**src/rtl/mdu_iter.sv**
```systemverilog
// Iterative MULT/MULTU/DIV/DIVU unit: shift-add multiply and restoring divide, one bit per clock,
// with sign fix-up on unsigned magnitudes before the HI/LO write.
module mdu_iter #(
    parameter int unsigned WIDTH = 32
) (
    input  logic             clk,
    input  logic             rst,
    input  logic             start,
    input  logic [1:0]       op,
    input  logic [WIDTH-1:0] a,
    input  logic [WIDTH-1:0] b,
    output logic             busy,
    output logic             done,
    output logic [WIDTH-1:0] hi,
    output logic [WIDTH-1:0] lo,
    output logic             div_by_zero
);

    localparam int unsigned ITER = WIDTH;
    localparam int unsigned CW   = $clog2(ITER + 1);

    typedef enum logic [1:0] {StIdle, StRun, StFix} state_e;

    state_e           state_q;
    logic [1:0]       op_q;
    logic             sign_a_q, sign_b_q, dz_q;
    logic [WIDTH-1:0] acc_q, mq_q, opnd_q;
    logic [CW-1:0]    cnt_q;

    logic             sign_a_in, sign_b_in;
    logic [WIDTH-1:0] mag_a, mag_b;
    logic [WIDTH:0]   mul_sum, rem_sh, diff;
    logic [WIDTH-1:0] acc_n, mq_n;
    logic [2*WIDTH-1:0] prod;
    logic [WIDTH-1:0] quo, rem, res_hi, res_lo;

    // op[0]=1 selects the unsigned variants, which never carry a sign.
    always_comb begin
        sign_a_in = ~op[0] & a[WIDTH-1];
        sign_b_in = ~op[0] & b[WIDTH-1];
        mag_a     = sign_a_in ? -a : a;
        mag_b     = sign_b_in ? -b : b;
    end

    // mq_q holds the multiplier (shifting out) or the dividend/quotient (shifting through).
    always_comb begin
        mul_sum = {1'b0, acc_q} + (mq_q[0] ? {1'b0, opnd_q} : '0);
        rem_sh  = {acc_q, mq_q[WIDTH-1]};
        diff    = rem_sh - {1'b0, opnd_q};
        if (op_q[1]) begin
            if (!diff[WIDTH]) begin
                acc_n = diff[WIDTH-1:0];
                mq_n  = {mq_q[WIDTH-2:0], 1'b1};
            end else begin
                acc_n = rem_sh[WIDTH-1:0];
                mq_n  = {mq_q[WIDTH-2:0], 1'b0};
            end
        end else begin
            acc_n = mul_sum[WIDTH:1];
            mq_n  = {mul_sum[0], mq_q[WIDTH-1:1]};
        end
    end

    always_comb begin
        prod = {acc_q, mq_q};
        if (sign_a_q ^ sign_b_q) prod = -prod;
        quo = mq_q;
        if (sign_a_q ^ sign_b_q) quo = -quo;
        rem = acc_q;
        if (sign_a_q) rem = -rem;
        // Divide by zero leaves rem == a naturally; only the quotient needs forcing.
        if (dz_q) quo = '1;
        res_hi = op_q[1] ? rem : prod[2*WIDTH-1:WIDTH];
        res_lo = op_q[1] ? quo : prod[WIDTH-1:0];
    end

    always_ff @(posedge clk or posedge rst) begin
        if (rst) begin
            state_q     <= StIdle;
            op_q        <= '0;
            sign_a_q    <= 1'b0;
            sign_b_q    <= 1'b0;
            dz_q        <= 1'b0;
            acc_q       <= '0;
            mq_q        <= '0;
            opnd_q      <= '0;
            cnt_q       <= '0;
            busy        <= 1'b0;
            done        <= 1'b0;
            div_by_zero <= 1'b0;
            hi          <= '0;
            lo          <= '0;
        end else begin
            done        <= 1'b0;
            div_by_zero <= 1'b0;
            case (state_q)
                StIdle: begin
                    if (start) begin
                        op_q     <= op;
                        sign_a_q <= sign_a_in;
                        sign_b_q <= sign_b_in;
                        dz_q     <= op[1] && (b == '0);
                        opnd_q   <= op[1] ? mag_b : mag_a;
                        mq_q     <= op[1] ? mag_a : mag_b;
                        acc_q    <= '0;
                        cnt_q    <= '0;
                        busy     <= 1'b1;
                        state_q  <= StRun;
                    end
                end
                StRun: begin
                    acc_q <= acc_n;
                    mq_q  <= mq_n;
                    cnt_q <= cnt_q + CW'(1);
                    if (cnt_q == CW'(ITER - 1)) state_q <= StFix;
                end
                StFix: begin
                    hi          <= res_hi;
                    lo          <= res_lo;
                    div_by_zero <= dz_q;
                    done        <= 1'b1;
                    busy        <= 1'b0;
                    state_q     <= StIdle;
                end
                default: state_q <= StIdle;
            endcase
        end
    end

endmodule

```
**config.mk**
```make
export PLATFORM = sky130hd
export DESIGN_NAME = mdu_iter
export DESIGN_NICKNAME = d
export VERILOG_FILES = /design/src/rtl/mdu_iter.sv
export SDC_FILE = /design/constraint.sdc
export NUM_CORES = 1
export LEC_CHECK = 0
export CAP_MARGIN = 20
export CORE_MARGIN = 1.5
export CORE_UTILIZATION = 59
export CTS_CLUSTER_DIAMETER = 30
export DETAILED_ROUTE_END_ITERATION = 10
export PLACE_DENSITY = 0.86
export SKIP_CTS_REPAIR_TIMING = 1
export SLEW_MARGIN = 15
export SYNTH_ARGS = -nofsm -noshare
export SYNTH_HDL_FRONTEND = slang
export SYNTH_SLANG_ARGS = --single-unit
```
**constraint.sdc**
```tcl
create_clock -name clk -period 7 [get_ports clk]
set_clock_uncertainty 0.1 [all_clocks]
set_input_delay 1.05 -clock clk [delete_from_list [all_inputs] [get_ports clk]]
set_output_delay 1.05 -clock clk [all_outputs]
set_load 0.005 [all_outputs]
```
==> results.json <==
{
  "start_util": 0.602,
  "pwr-share-comb": 0.651,
  "fmax_mhz": 227,
  "drv_cap": 0,
  "dr.pass1.iters": 6,
  "drt_wl_total_um": 46100,
  "setup_violations": 0,
  "p_clk_frac": 0.118,
  "drt_iter0_markers": 1597,
  "cp_slowest_stage_delay_ns": 0.69,
  "power_mw": 8.72,
  "ys.flop_type": "dfrtp_1",
  "cp.required_ns": 7.20,
  "synth_cell_types": 90,
  "area_delta_synth_final_pct": 14.7,
  "antenna_found_initial": 0,
  "wl_per_cell_um": 20.5,
  "post-dp-hpwl_um": 34900,
  "io_buffers": 135,
  "rsz0062_at_grt": "false",
  "insertedDiodeCount": 0,
  "cp_max_fo": 16,
  "hold_viol": 0,
  "path_class": "reg -> reg",
  "internal_power_mw": 4.26,
  "final_cell_mix": "nor2_1, a21oi_1, nand2_1, o21ai_0, dfrtp_1",
  "fp-row-count": 57,
  "cts_buffer_depth": 2,
  "synth_edf_count": 0,
  "postRouteAntennaNets": 0,
  "cpMaxStageDelayCell": "a211o_1",
  "grt_max_degree": 95,
  "coreArea_sq_um": 24300,
  "critPathArrivalTime_ns": 4.60,
  "clk_latency_ns": 0.45,
  "final_core_util": 0.691,
  "ys_ff_latch": 175,
  "hp-class": "reg -> reg",
  "fin_tns_setup_ns": 0,
  "synth-compound-area-share": 0.250,
  "yosysWarningCount": 0,
  "synthCells": 1841,
  "synth_top_family_by_area": "compound AO/OA/AOI/OAI gates",
  "die_h_um": 161,
  "syn-num-nets": 1981,
  "path_cells": "inv_1 > ha_1 > fa_1 > nor2b_1 > o2111ai_1 > a21oi_1 > a221o_1 > a21o_1 > o211a_1 > a211o_1 > buf_4 > mux2i_1 > o221ai_1",
  "p_sw_frac": 0.511,
  "htreeDepth": 4,
  "die_x_um": 161,
  "clock_sinks": 175,
  "fin_nets": 2054,
  "drive_above_1_share": 0.0477,
  "synthMuxAreaShare": 0.0485,
  "status": "complete, no violations",
  "max_slew_margin": 0.325,
  "via_count": 14500,
  "min_period_ns": 4.40,
  "synth_fa_ha_area_frac": 0.0617,
  "track_usage": 0.358,
  "holdWs_ns": 0.380,
  "drc": 0,
  "ios": 136,
  "via_per_inst": 6.46,
  "cts_tree": "done",
  "ir_drop_uv": 276,
  "synth.avg_cell_area_sq_um": 7.95,
  "gp_congestion": 0.973,
  "cp-start-kind": "flop",
  "numCtsBuffers": 17,
  "worst_slew_pin_slew_ns": 1.01,
  "dieArea_sq_um": 25800,
  "pwr-share-seq": 0.231,
  "grt_remaining_overflow": 0,
  "p_leak_nw": 7.22,
  "cts.clk_slew.worst_paths_ns": 0.08,
  "finalMaxSlewViolations": 0,
  "netlist_area_sq_um": 14600,
  "end_kind": "flop",
  "powerDensity_nw_per_um2": 519,
  "clockRootBuffer": "clkbuf_16",
  "grt_pass1_vias": 13500,
  "finalCritPeriodShare": 0.628,
  "yosys.area_share.simple": 0.193,
  "yosys.area_share.xor_xnor": 0.101,
  "async_flop_share": 1.00,
  "final_common_cell": "nor2_1",
  "seq_area_frac_synth": 0.299,
  "grt_pass1_wl_um": 72900,
  "p_switching_mw": 4.46
}
==> worst paths after layout <==
check	from	end	slack [ns]	cells past startpoint
setup / recovery	mq_q[31]$_DFFE_PP0P_	acc_q[13]$_DFFE_PP0P_	2.60	13
hold / removal	opnd_q[25]$_DFFE_PP0P_	opnd_q[25]$_DFFE_PP0P_	0.38	2
setup reg to reg	mq_q[31]$_DFFE_PP0P_	acc_q[13]$_DFFE_PP0P_	2.60	13
hold reg to reg	opnd_q[25]$_DFFE_PP0P_	opnd_q[25]$_DFFE_PP0P_	0.38	2
max in group asynchronous	rst	acc_q[26]$_DFFE_PP0P_	4.79	3
min in group asynchronous	rst	lo[9]$_DFFE_PP0P_	0.79	2
==> state kept, by name, indices dropped and copies added (netlist names) <==
| name | flops |
|---|---|
| done | 1 |
| hi | 32 |
| acc_q | 32 |
| lo | 32 |
| sign_a_q | 1 |
| busy | 1 |
| state_q | 2 |
| opnd_q | 32 |
| mq_q | 32 |
| cnt_q | 6 |
| div_by_zero | 1 |
| sign_b_q | 1 |
| dz_q | 1 |
| op_q | 1 |
==> cell usage after synthesis, types with 13 or more instances <==
master / n / area [sq um]
nor2b_1: 14 / 87.6
nand2_1: 182 / 683
nor3_1: 44 / 220
a31oi_1: 18 / 113
a211oi_1: 20 / 150
a21o_1: 37 / 278
clkbuf_1: 75 / 282
o21ai_0: 175 / 876
mux2i_1: 63 / 631
a21oi_1: 187 / 936
nor2_1: 218 / 818
or3_1: 15 / 93.8
xor2_1: 88 / 771
ha_1: 69 / 863
o21ai_1: 17 / 85.1
and3_1: 16 / 100
a22oi_1: 16 / 120
dfrtp_1: 175 / 4380
xnor2_1: 81 / 709
nor4_1: 13 / 81.3
nand3_1: 23 / 115
o31ai_1: 21 / 158
nand2b_1: 14 / 87.6
inv_1: 58 / 218
==> kinds of logic (layout without fill, tap and decap cells) <==
logic type | count (synthesis) | in the layout
AND/OR/NAND/NOR | 601 | 601
AO/OA/AOI/OAI | 597 | 597
flip-flops | 175 | 175
XOR/XNOR | 169 | 169
buffers and inverters | 158 | 244
adder cells (fa/ha/maj) | 71 | 71
multiplexers | 70 | 70
==> routing by layer <==
layer | wire length, um | GRT usage | vias up
met2 | 20200 | 0.540 | 789
met3 | 4440 | 0.0651 | 128
li1 | - | - | 6749
met1 | 19600 | 0.501 | 6876
met5 | 0 | 0 | -
met4 | 1830 | 0.156 | 0
==> per-stage QoR <==
stage	worst slack (ns)	cell area, sq um	instances
2_1_floorplan	1.10	14600	1841
3_3_place_gp	2.84	16100	2215
3_5_place_dp	2.71	16100	2215
4_1_cts	2.69	16700	2247
5_1_grt	2.40	16800	2251
6_report	2.60	16800	2251
==> worst max-delay path: cells and delay by family, from the launching register on <==
family | cells | cell delay, ns
adder cells (fa/ha/maj) | 2 | 0.64
buffers and inverters | 2 | 0.54
AO/OA/AOI/OAI | 7 | 2.10
flip-flops | 1 | 0.44
AND/OR/NAND/NOR | 1 | 0.18
multiplexers | 1 | 0.25
==> cell type report <==
class,count,area (sq um)
Timing Repair Buffer,153,1530
Inverter,59,226
Clock buffer,17,425
Sequential cell,175,4380
Tap cell,324,405
Multi-Input combinational cell,1508,9610
Clock inverter,15,215
Fill cell,1937,7530
==> power by group through the flow <==
stage	clock (mW)	sequential, mW	combinational [mW]
4_1_cts	1.03	1.98	5.52
6_report	1.03	2.02	5.67
3_5_place_dp	0	2.00	5.47
5_1_grt	1.07	2.06	6.21
3_3_place_gp	0	1.97	5.32
2_1_floorplan	0	1.72	4.33
Note: power is estimated with default switching activity, not from simulation.
